## config.mk

```make
export PLATFORM = sky130hd
export DESIGN_NAME = seq_divider
export DESIGN_NICKNAME = d
export VERILOG_FILES = /design/src/rtl/bike_pkg.sv /design/src/rtl/seq_divider.sv
export SDC_FILE = /design/constraint.sdc
export NUM_CORES = 1
export LEC_CHECK = 0
export CORE_MARGIN = 3
export CORE_UTILIZATION = 55
export CTS_CLUSTER_DIAMETER = 60
export CTS_CLUSTER_SIZE = 24
export DETAILED_ROUTE_END_ITERATION = 16
export HOLD_SLACK_MARGIN = 0.15
export PLACE_DENSITY_LB_ADDON = 0.25
export REMOVE_ABC_BUFFERS = 1
export SETUP_SLACK_MARGIN = 0.3
export SLEW_MARGIN = 10
export SYNTH_ARGS = -nofsm -noshare
export SYNTH_HDL_FRONTEND = slang
export SYNTH_SLANG_ARGS = --single-unit
```

## constraint.sdc

```tcl
create_clock -name clk -period 3.75 [get_ports clk]
set_input_delay 0.9375 -clock clk [delete_from_list [all_inputs] [get_ports clk]]
set_output_delay 0.9375 -clock clk [all_outputs]
set_load 0.02 [all_outputs]
```

## src/rtl/bike_pkg.sv

```systemverilog
// Shared definitions for the bike trip-statistics datapath.
// Holds the divider geometry and the divider FSM state encoding.
package bike_pkg;

  localparam int DIV_WIDTH_IN = 26;
  localparam int DIV_WIDTH_Q  = 16;

  typedef enum logic [1:0] {
    S_IDLE = 2'd0,
    S_CALC = 2'd1,
    S_DONE = 2'd2
  } div_state_t;

endpackage

```

## src/rtl/seq_divider.sv

```systemverilog
// Shared sequential unsigned divider (radix-2 restoring).
// One quotient bit per enabled clock; the 16-bit result saturates and is
// held together with its overflow/div_zero flags until the next completion.
module seq_divider
  import bike_pkg::*;
#(
  parameter int WIDTH_IN = DIV_WIDTH_IN,
  parameter int WIDTH_Q  = DIV_WIDTH_Q
) (
  input  logic                clk,
  input  logic                rst,
  input  logic                en,
  input  logic                start,
  input  logic [WIDTH_IN-1:0] dividend,
  input  logic [WIDTH_IN-1:0] divisor,
  output logic                busy,
  output logic                ready,
  output logic [WIDTH_Q-1:0]  result,
  output logic                overflow,
  output logic                div_zero
);

  localparam int              CNT_W    = $clog2(WIDTH_IN);
  localparam logic [CNT_W-1:0] CNT_LAST = CNT_W'(WIDTH_IN - 1);

  // Clamp a full-width quotient into the result width.
  function automatic logic [WIDTH_Q-1:0] sat_quot(input logic [WIDTH_IN-1:0] q);
    if (|q[WIDTH_IN-1:WIDTH_Q]) begin
      return '1;
    end
    return q[WIDTH_Q-1:0];
  endfunction

  // True when the full quotient does not fit in the result width.
  function automatic logic quot_ovf(input logic [WIDTH_IN-1:0] q);
    return |q[WIDTH_IN-1:WIDTH_Q];
  endfunction

  div_state_t          r_state;
  div_state_t          w_state_nx;
  logic                w_accept;
  logic                w_last;
  logic                w_busy;
  logic                w_ready;

  logic [CNT_W-1:0]    r_cnt;
  logic [WIDTH_IN-1:0] r_q;
  logic [WIDTH_IN-1:0] r_dreg;
  logic [WIDTH_IN:0]   r_rem;

  logic [WIDTH_Q-1:0]  r_result;
  logic                r_overflow;
  logic                r_div_zero;

  logic [WIDTH_IN:0]   w_rem_sh;
  logic                w_ge;
  logic [WIDTH_IN:0]   w_rem_nx;
  logic [WIDTH_IN-1:0] w_q_nx;

  // One restoring step: shift in the next dividend bit, trial-subtract.
  // The remainder's top bit is folded into the compare so an out-of-range
  // remainder can never skip its subtraction.
  assign w_rem_sh = {r_rem[WIDTH_IN-1:0], r_q[WIDTH_IN-1]};
  assign w_ge     = r_rem[WIDTH_IN] | (w_rem_sh >= {1'b0, r_dreg});
  assign w_rem_nx = w_ge ? (w_rem_sh - {1'b0, r_dreg}) : w_rem_sh;
  assign w_q_nx   = {r_q[WIDTH_IN-2:0], w_ge};

  // State register; en=0 freezes the FSM wherever it is.
  always_ff @(posedge clk or negedge rst) begin
    if (!rst) begin
      r_state <= S_IDLE;
    end else if (en) begin
      r_state <= w_state_nx;
    end
  end

  // Next-state decode plus the busy/ready strobes.
  always_comb begin
    w_state_nx = r_state;
    w_accept   = 1'b0;
    w_last     = 1'b0;
    w_busy     = 1'b0;
    w_ready    = 1'b0;
    case (r_state)
      S_IDLE: begin
        if (start) begin
          w_state_nx = S_CALC;
          w_accept   = 1'b1;
        end
      end
      S_CALC: begin
        w_busy = 1'b1;
        if (r_cnt == CNT_LAST) begin
          w_state_nx = S_DONE;
          w_last     = 1'b1;
        end
      end
      S_DONE: begin
        w_ready    = 1'b1;
        w_state_nx = S_IDLE;
      end
      default: w_state_nx = S_IDLE;
    endcase
  end

  // Iteration counter, cleared on each accepted start.
  always_ff @(posedge clk or negedge rst) begin
    if (!rst) begin
      r_cnt <= '0;
    end else if (en) begin
      if (w_accept) begin
        r_cnt <= '0;
      end else if (r_state == S_CALC) begin
        r_cnt <= r_cnt + CNT_W'(1);
      end
    end
  end

  // Operand latch and quotient/remainder shift registers.
  always_ff @(posedge clk) begin
    if (en) begin
      if (w_accept) begin
        r_q    <= dividend;
        r_dreg <= divisor;
        r_rem  <= '0;
      end else if (r_state == S_CALC) begin
        r_q   <= w_q_nx;
        r_rem <= w_rem_nx;
      end
    end
  end

  // Capture the saturated result and flags as the last step completes.
  always_ff @(posedge clk or negedge rst) begin
    if (!rst) begin
      r_result   <= '0;
      r_overflow <= 1'b0;
      r_div_zero <= 1'b0;
    end else if (en && w_last) begin
      r_result   <= sat_quot(w_q_nx);
      r_overflow <= quot_ovf(w_q_nx);
      r_div_zero <= (r_dreg == '0);
    end
  end

  assign busy     = w_busy;
  assign ready    = w_ready;
  assign result   = r_result;
  assign overflow = r_overflow;
  assign div_zero = r_div_zero;

endmodule

```

Word-level counts from Yosys, hierarchy flattened
Index checks and enable logic that the tools add are counted.
- $add $sub $neg: 2
- order comparisons: 1
- equal/unequal tests: 5
- multiplexer cells: 19
- bitwise logic cells: 1
- reductions and logical operators: 8
- operators by type and width (kind ; number):
    $mux W27 ; 2
    $mux W26 ; 2
    $mux W16 ; 2
    $ge A27 B26 Y1 ; 1
    $sub A27 B26 Y27 ; 1
    $logic_not A26 Y1 ; 1
    $mux W5 ; 2
    $reduce_or A10 Y1 ; 1
    $mux W1 ; 8
    $add A5 B1 Y5 const B ; 1
    $eq A5 B5 Y1 const B ; 1
    $mux W2 ; 2
    $ne A2 B2 Y1 const B ; 2
    $pmux W2 S2 ; 1
    $reduce_and A2 Y1 ; 2
    $reduce_and A3 Y1 ; 1
    $eq A2 B1 Y1 const B ; 1
    $eq A2 B2 Y1 const B ; 1
    $logic_not A2 Y1 ; 1
    $reduce_bool A2 Y1 ; 1
    $logic_and A1 B1 Y1 ; 1
    $or A1 B1 Y1 ; 1
- register bits after elaboration: 104
- input port bits: 56
- output and inout port bits: 20

Longest topological paths before layout
Gate-level depths: netlist (run 1).
- depth after elaboration: 6
- depth in mapped cells: 14
- gate-level depth less buffers: 13

Least setup slack after synthesis (run 1)
No wires, ideal clock.
- path kind: register to register
- start point: register r_q[25]
- end point: register r_rem[24], data pin
- library setup time: 0.264 ns
- data arrival time: 2.653 ns
- required time: 3.486 ns
- path slack: 0.834 ns
- cell stages (with the launch flop): 14
- path buffers: 0
- clock period less this slack: 2.916 ns
- cells stage by stage: edfxtp_1 inv_1 ha_1 inv_1 fa_1 a21o_1 a221oi_4 nor4b_1 a211oi_2 a21oi_2 a221o_1 a21oi_2 xor2_1 o22ai_1
- longest elaborated chain between the ends: 4
- RTL lines (what ; RTL line ; RTL):
    start: declaration ; seq_divider.sv:47 ; logic [WIDTH_IN-1:0] r_q;
    start signal: assignment ; seq_divider.sv:123 ; r_q <= dividend;
    start signal: assignment ; seq_divider.sv:127 ; r_q <= w_q_nx;
    $ge A27 B26 Y1 ; seq_divider.sv:64 ; assign w_ge = r_rem[WIDTH_IN] | (w_rem_sh >= {1'b0, r_dreg});
    $or A1 B1 Y1 ; seq_divider.sv:64 ;
    $mux W27 (*) ; seq_divider.sv:65 ; assign w_rem_nx = w_ge ? (w_rem_sh - {1'b0, r_dreg}) : w_rem_sh;
    $mux W27 (*) ; seq_divider.sv:126 ; end else if (r_state == S_CALC) begin
    end signal: assignment ; seq_divider.sv:128 ; r_rem <= w_rem_nx;
    end: declaration ; seq_divider.sv:49 ; logic [WIDTH_IN:0] r_rem;
Mark *: on every way between the ends. The rest lies on a longest branch, timed or not. The select of a mux whose other input is x is not followed.
A chain may end at the register's enable or synchronous reset.

Worst setup path in the final report (run 1)
Ends and elaborated chain as after synthesis.

==> results.md, run 1 <==
* Worst-path maximum fanout at 4
* Post-Syn Instances at ~540
* Via Count at 4243
* Max Used Layer: met4
* Initial Utilization at 57.0%
* Async SR Flop Fraction at 24.0%
* Slew Viols, Final at 0
* Setup TNS at 0 ps
* CP peak stage delay at 400 ps
* Nets at 699
* Postcts setup bufs at 0
* Max-cap violations at 0
* Worst slew pin tran at between 500 and 600 ps
* Status: finished, final reports clean
* Die height at around 110 um
* RSZ-0062 raised after global routing: false
* Post-Syn Area per Cell at approximately 11 um^2
* Die Span X at between 100 and 150 um
* Slew margin rel. at 64.6%
* Routed length on met3 at 817 um
* Vias/cell at 5.64
* Post-CTS Hold Fix Bufs at 0
* Switching share of total power at 37.6%
* Initial drt markers at 224
* Count of final setup violators at 0
* Yosys top cell by area: edfxtp_1
* CP Class: flop to flop
* Clock buffer count from CTS at 9
* Met2 wire length at 6230 um
* Largest net degree at the start of global routing at 47
* Int Power at 2.99 mW
* Final hold vios at 0
* Met1 WL at 5280 um
* CP startpoint kind: flop
* Post-Synthesis Cell Area at 0.00562 mm^2
* Area grow syn2layout at 19.4%
* Worst-path cell chain: inv_1, ha_1, inv_1, fa_1, a21o_1, a221oi_4, nor4b_1, a211oi_2, a21oi_2, a221o_1, a21oi_2, xor2_1, o22ai_1
* DPL Wire Length at a little over 9000 um
* CTS tree: yes
* FP Rows at 36
* Worst Skew at 11.1 ps
* Placed cell areas at approximately 0.0065 mm^2
* Final instance area at 0.00671 mm^2
* Sink Count at 104
* P_sw at 1.80 mW
* Die footprint at roughly 0.011 mm^2
* Clk slew on worst S/H paths at 100 ps
* Top post-synthesis cells by area: edfxtp_1 (42%), dfrtp_1 (11%), nand2_1 (7.5%)
* CP Capture Type: flop
* GRT Overall Usage at between 20% and 30%
* Max frequency at 316 MHz
* Global placement routability congestion at roughly 0.88
* Root Buffer: clkbuf_8
* Clock share of power at 14.2%
* Clk buf depth at 2
* DRT antenna net count at 0
* Vias in the first global route at 4260
* Remaining DRCs at 0
* Netlist cell types at 52
* Slowest cell on crit path: fa_1
* Synthesized flop and latch total at 104
* Diode count at 0
* H-Tree Level Count at 3
* Initial antenna violation count at 0
* Comb power frac at a little under half
* Fin crit period at 3160 ps
* Maximum VDD drop at 0.359 mV
* Clock Latency Late Sink at around 360 ps
* Pwr/cell area at 713 mW/mm^2
* Yosys top cell area share at a little over two fifths
* Final period util at ~84%
* Routed WL at 12500 um
* Critical Path AT at 3280 ps
* I/O Pins at 76
* Reg power frac at 39.0%
* Warnings, synthesis at 0
* Core Area at approximately 0.0099 mm^2
* LEAKAGE at a little under 3 nW
* Post-synth EDFFs at 79
* Worst min path class: flop to flop
* Seq/Total Area, Yosys at 53.3%
* Layout cells sized above 1 at under 10%
* WL per Instance at 16.7 um
* Worst path required time at 3860 ps
* Remaining global-route overflow at 0
* First-pass GRT wire length at 20700 um
* Port Buffer Count at 75
* Ys flop type: edfxtp_1
* Drt pass-1 iters at 5
* Resize count post-CTS at 0
[placed cells by master (no fill, tap or decap), drive strengths merged, types with 2 or more instances in the layout]
cell type	count
and2	4
a21o	11
clkbuf	13
and4b	2
edfxtp	79
ha	28
nor2	35
o22a	16
o21bai	3
o21a	4
buf	10
o22ai	6
clkdlybuf4s50	75
mux2i	17
a211oi	5
nor3	7
a21oi	28
xor2	10
and3	5
a31oi	2
xnor2	15
nor2b	5
nand2	112
dfrtp	25
nand2b	2
a221o	2
nor4	9
nand4	8
o21ai	20
inv	36
nand3	8
[layer usage]
layer / vias up / global-route usage [%]
met3: 18 / 5.24
met4: 0 / 6.67
met1: 2032 / 30.4
met2: 120 / 37.7
met5: - / 0
li1: 2073 / -
[power by group through the flow]
stage / Sequential (mW) / Combinational (mW) / Clock, mW
finish: 1.87 / 2.24 / 0.678
global route: 1.90 / 2.51 / 0.748
CTS: 1.87 / 2.24 / 0.695
detailed placement: 1.89 / 2.23 / 0
global placement: 1.87 / 2.18 / 0
floorplan: 1.87 / 1.67 / 0
[logic make-up after synthesis]
kind of cell | after synthesis | share of synthesized area [%]
AO/OA/AOI/OAI | 106 | 13.2
multiplexers | 17 | 3.03
adder cells (fa/ha/maj) | 29 | 6.59
AND/OR/NAND/NOR | 202 | 16.0
XOR/XNOR | 25 | 3.89
flip-flops | 104 | 53.3
buffers and inverters | 52 | 4.05
[flip-flops by register name, summed over array words and instances (netlist names)]
name / count
r_rem: 27
r_dreg: 26
r_q: 26
result: 16
r_cnt: 5
r_state: 2
div_zero: 1
overflow: 1
[cells in the mapped netlist, types with 2 or more instances]
cell and instances:
nand2_1 112, edfxtp_1 79, inv_1 35, nor2_1 35, ha_1 28, a21oi_1 25, dfrtp_1 25, mux2i_1 17
o21ai_0 17, o22a_1 16, xnor2_1 15, a21o_1 11, clkbuf_1 10, xor2_1 10, nor4_1 9, nand3_1 8
nand4_1 8, nor3_1 7, o22ai_1 6, nor2b_1 5, a211oi_1 4, and2_1 4, and3_1 4, buf_6 4
o21a_1 4, a21oi_2 3, o21bai_1 3, a221o_1 2, a31oi_1 2, and4b_1 2, buf_2 2, nand2b_1 2
o21ai_1 2
[per-stage QoR]
stage / hold slack, ps / worst slack, ps / power, mW / utilization, % / cells
floorplan: 462 / 94.6 / 3.54 / - / 518
global route: 513 / 385 / 5.16 / 68.0 / 752
global placement: 466 / 678 / 4.06 / 66.1 / 736
CTS: 495 / 593 / 4.80 / 68.0 / 752
detailed placement: 475 / 620 / 4.12 / 66.1 / 736
finish: 496 / 588 / 4.79 / 68.0 / 752
[worst paths after layout]
check	start	end	slack (ps)	depth (start not counted)
max	r_q[25]	r_rem[24]	590	13
min	r_q[14]	result[15]	500	1
max reg2reg	r_q[25]	r_rem[24]	590	13
min reg2reg	r_q[14]	result[15]	500	1
max in group asynchronous	rst	r_cnt[4]	2570	2
min in group asynchronous	rst	result[13]	930	2
[critical path, delay by kind of cell, from the launching register on]
family	cells	cell delay, ps
DFF	1	390
and+or+nand+nor	1	100
AOI/OAI and AO/OA	7	1580
buffers and inverters	2	120
adders and majority gates	2	570
xor gates and xnor gates	1	150
[layout make-up]
type	instances	area, um^2
repair buffers	85	826
well taps	133	166
clock inverters	3	21.3
fillers	744	3150
multi-input cells	379	2400
inverters	35	131
flip-flops and latches	104	3000
clock buffers	13	170
(Power assumes the default switching activity.)
==> run 2: changes to the inputs <==
==> constraint.sdc (replaced) <==
create_clock -name clk -period 3.1 [get_ports clk]
set_input_delay 0.775 -clock clk [delete_from_list [all_inputs] [get_ports clk]]
set_output_delay 0.775 -clock clk [all_outputs]
set_load 0.02 [all_outputs]
==> results.md, run 2 (same netlist as run 1, synthesis figures left out) <==
* Vias in the first global route at 4335 (was 4260)
* Largest net degree at the start of global routing at 47 (unchanged)
* Global placement routability congestion at 0.907 (was 0.884)
* CP Class: flop to flop (unchanged)
* Biggest regs: r_rem: 27 flops, r_dreg: 26 flops, r_q: 26 flops (unchanged)
* Status: finished, final reports clean (unchanged)
* Maximum VDD drop at 0.441 mV (was 0.359 mV)
* Worst min path class: flop to flop (unchanged)
* Worst-path maximum fanout at 3 (was 4)
* GRT Overall Usage at 23.2% (was 22.9%)
* Final period util at 96.4% (was 84.3%)
* DRT antenna net count at 0 (unchanged)
* Initial antenna violation count at 0 (unchanged)
* Vias/cell at 5.70 (was 5.64)
* M1 GR Usage at 28.7% (was 30.4%)
* Commonest non-fill, non-tap cell in the layout: nand2_1 (unchanged)
* Register Area at 0.00300 mm^2 (unchanged)
* First-pass GRT wire length at 20700 um (about the same)
* Clk buf depth at 2 (unchanged)
* Worst Skew at 14.0 ps (was 11.1 ps)
* Root Buffer: clkbuf_8 (unchanged)
* Max frequency at 335 MHz (was 316 MHz)
* Via Count at 4393 (was 4243)
* I/O Pins at 76 (unchanged)
* RSZ-0062 raised after global routing: true (was false)
* Commonest cells after routing, fill and taps aside: nand2_1 (109), edfxtp_1 (79), clkdlybuf4s50_1 (75) (was nand2_1 (111), edfxtp_1 (79), clkdlybuf4s50_1 (75))
* Final hold vios at 0 (unchanged)
* Initial drt markers at 274 (was 224)
* Slew margin rel. at 64.4% (was 64.6%)
* CP Capture Type: flop (unchanged)
* Routed WL at 13300 um (was 12500 um)
* Critical Path AT at 3130 ps (was 3280 ps)
* Power, Total at 6.30 mW (was 4.79 mW)
* Clk slew on worst S/H paths at 100 ps (about the same)
* # fillers at 727 (was 744)
* Placed cell areas at 0.00655 mm^2 (was 0.00652 mm^2)
* Slew Viols, Final at 0 (unchanged)
* Global Route met3 Usage at 7.04% (was 5.24%)
* LEAKAGE at 3.00 nW (was 2.89 nW)
* Pwr/cell area at 896 mW/mm^2 (was 713 mW/mm^2)
* Nets at 718 (was 699)
* Core Util, Final at 71.2% (was 68.0%)
* WL per Instance at 17.3 um (was 16.7 um)
* Core Area at 0.00986 mm^2 (unchanged)
* FP Rows at 36 (unchanged)
* H-Tree Level Count at 3 (unchanged)
* Max-cap violations at 0 (unchanged)
* Clock buffer count from CTS at 9 (unchanged)
* Sink Count at 104 (unchanged)
* CP startpoint kind: flop (unchanged)
* Remaining DRCs at 0 (unchanged)
* CTS tree: yes (unchanged)
* Busiest grt layer: met2 (unchanged)
* Drt pass-1 iters at 5 (unchanged)
* Remaining global-route overflow at 0 (unchanged)
* Grt met2 use at 38.9% (was 37.7%)
* Worst path required time at 3250 ps (was 3860 ps)
* Initial Utilization at 57.0% (unchanged)
* Count of final setup violators at 0 (unchanged)
* Area grow syn2layout at 24.9% (was 19.4%)
* Final instance area at 0.00702 mm^2 (was 0.00671 mm^2)
* Layout cells sized above 1 at 11.4% (was 5.17%)
* Port Buffer Count at 75 (unchanged)
* Post-CTS Hold Fix Bufs at 0 (unchanged)
* Clock Latency Late Sink at 390 ps (was 360 ps)
* Fin crit period at 2990 ps (was 3160 ps)
* Diode count at 0 (unchanged)
* Area of the multi-input gates at 0.00251 mm^2 (was 0.00240 mm^2)
* Die footprint at 0.0115 mm^2 (unchanged)
* Biggest register: r_rem (unchanged)
* Max reg flops at 27 (unchanged)
* Die Span X at 107 um (unchanged)
* Worst slew pin tran at 529 ps (was 530 ps)
* DPL Wire Length at 9190 um (was 9170 um)
* Die height at 107 um (unchanged)
run 2: worst max-delay path: stages (launching register included):
cell and delay (ps):
edfxtp_1 410, inv_1 80, ha_2 180, inv_2 40, fa_2 340, a21o_1 210, a221oi_4 280, nor4b_2 90
a211oi_2 240, a21oi_2 120, a221o_1 350, a21oi_2 160, xor2_1 160, o22ai_1 90
run 2: final timing paths:
check | depth (start not counted) | startpoint | to | slack, ps
max | 13 | r_q[25] | r_rem[24] | 110
min | 1 | r_q[3] | result[4] | 500
max reg2reg | 13 | r_q[25] | r_rem[24] | 110
min reg2reg | 1 | r_q[3] | result[4] | 500
max in group asynchronous | 2 | rst | r_cnt[3] | 2100
min in group asynchronous | 2 | rst | result[12] | 740
run 2: stage by stage:
stage | setup TNS, ps | hold WS (ps) | setup slack, ps | instances
6_report | 0 | 496 | 113 | 771
5_1_grt | 0 | 516 | 32.0 | 771
4_1_cts | 0 | 501 | 191 | 760
3_5_place_dp | 0 | 479 | 30.4 | 740
3_3_place_gp | 0 | 465 | 114 | 740
2_1_floorplan | -20880 | 462 | -393 | 518
run 2: where the power goes:
part           internal (mW)  switching (mW)  total (mW)
Sequential              2.03           0.230        2.27
Combinational           1.51            1.68        3.18
Clock                  0.349           0.496       0.845
run 2: per-layer routing:
metal | vias to the layer above | wire (um)
met4 | 0 | 250
met2 | 147 | 6600
met3 | 33 | 893
met1 | 2104 | 5590
met5 | - | 0
li1 | 2109 | -
run 2: cell type report:
type	instances	area share, %
flip-flops and latches	104	42.7
multi-input cells	379	35.7
repair buffers	104	14.6
well taps	133	2.37
clock buffers	12	2.23
inverters	35	1.87
clock inverters	4	0.481
run 2: timing repair:
action	CTS	global route
gates cloned	0	1
endpoints found under the setup margin	27	28
buffers inserted	4	10
pin swaps	7	10
resized for setup	12	24
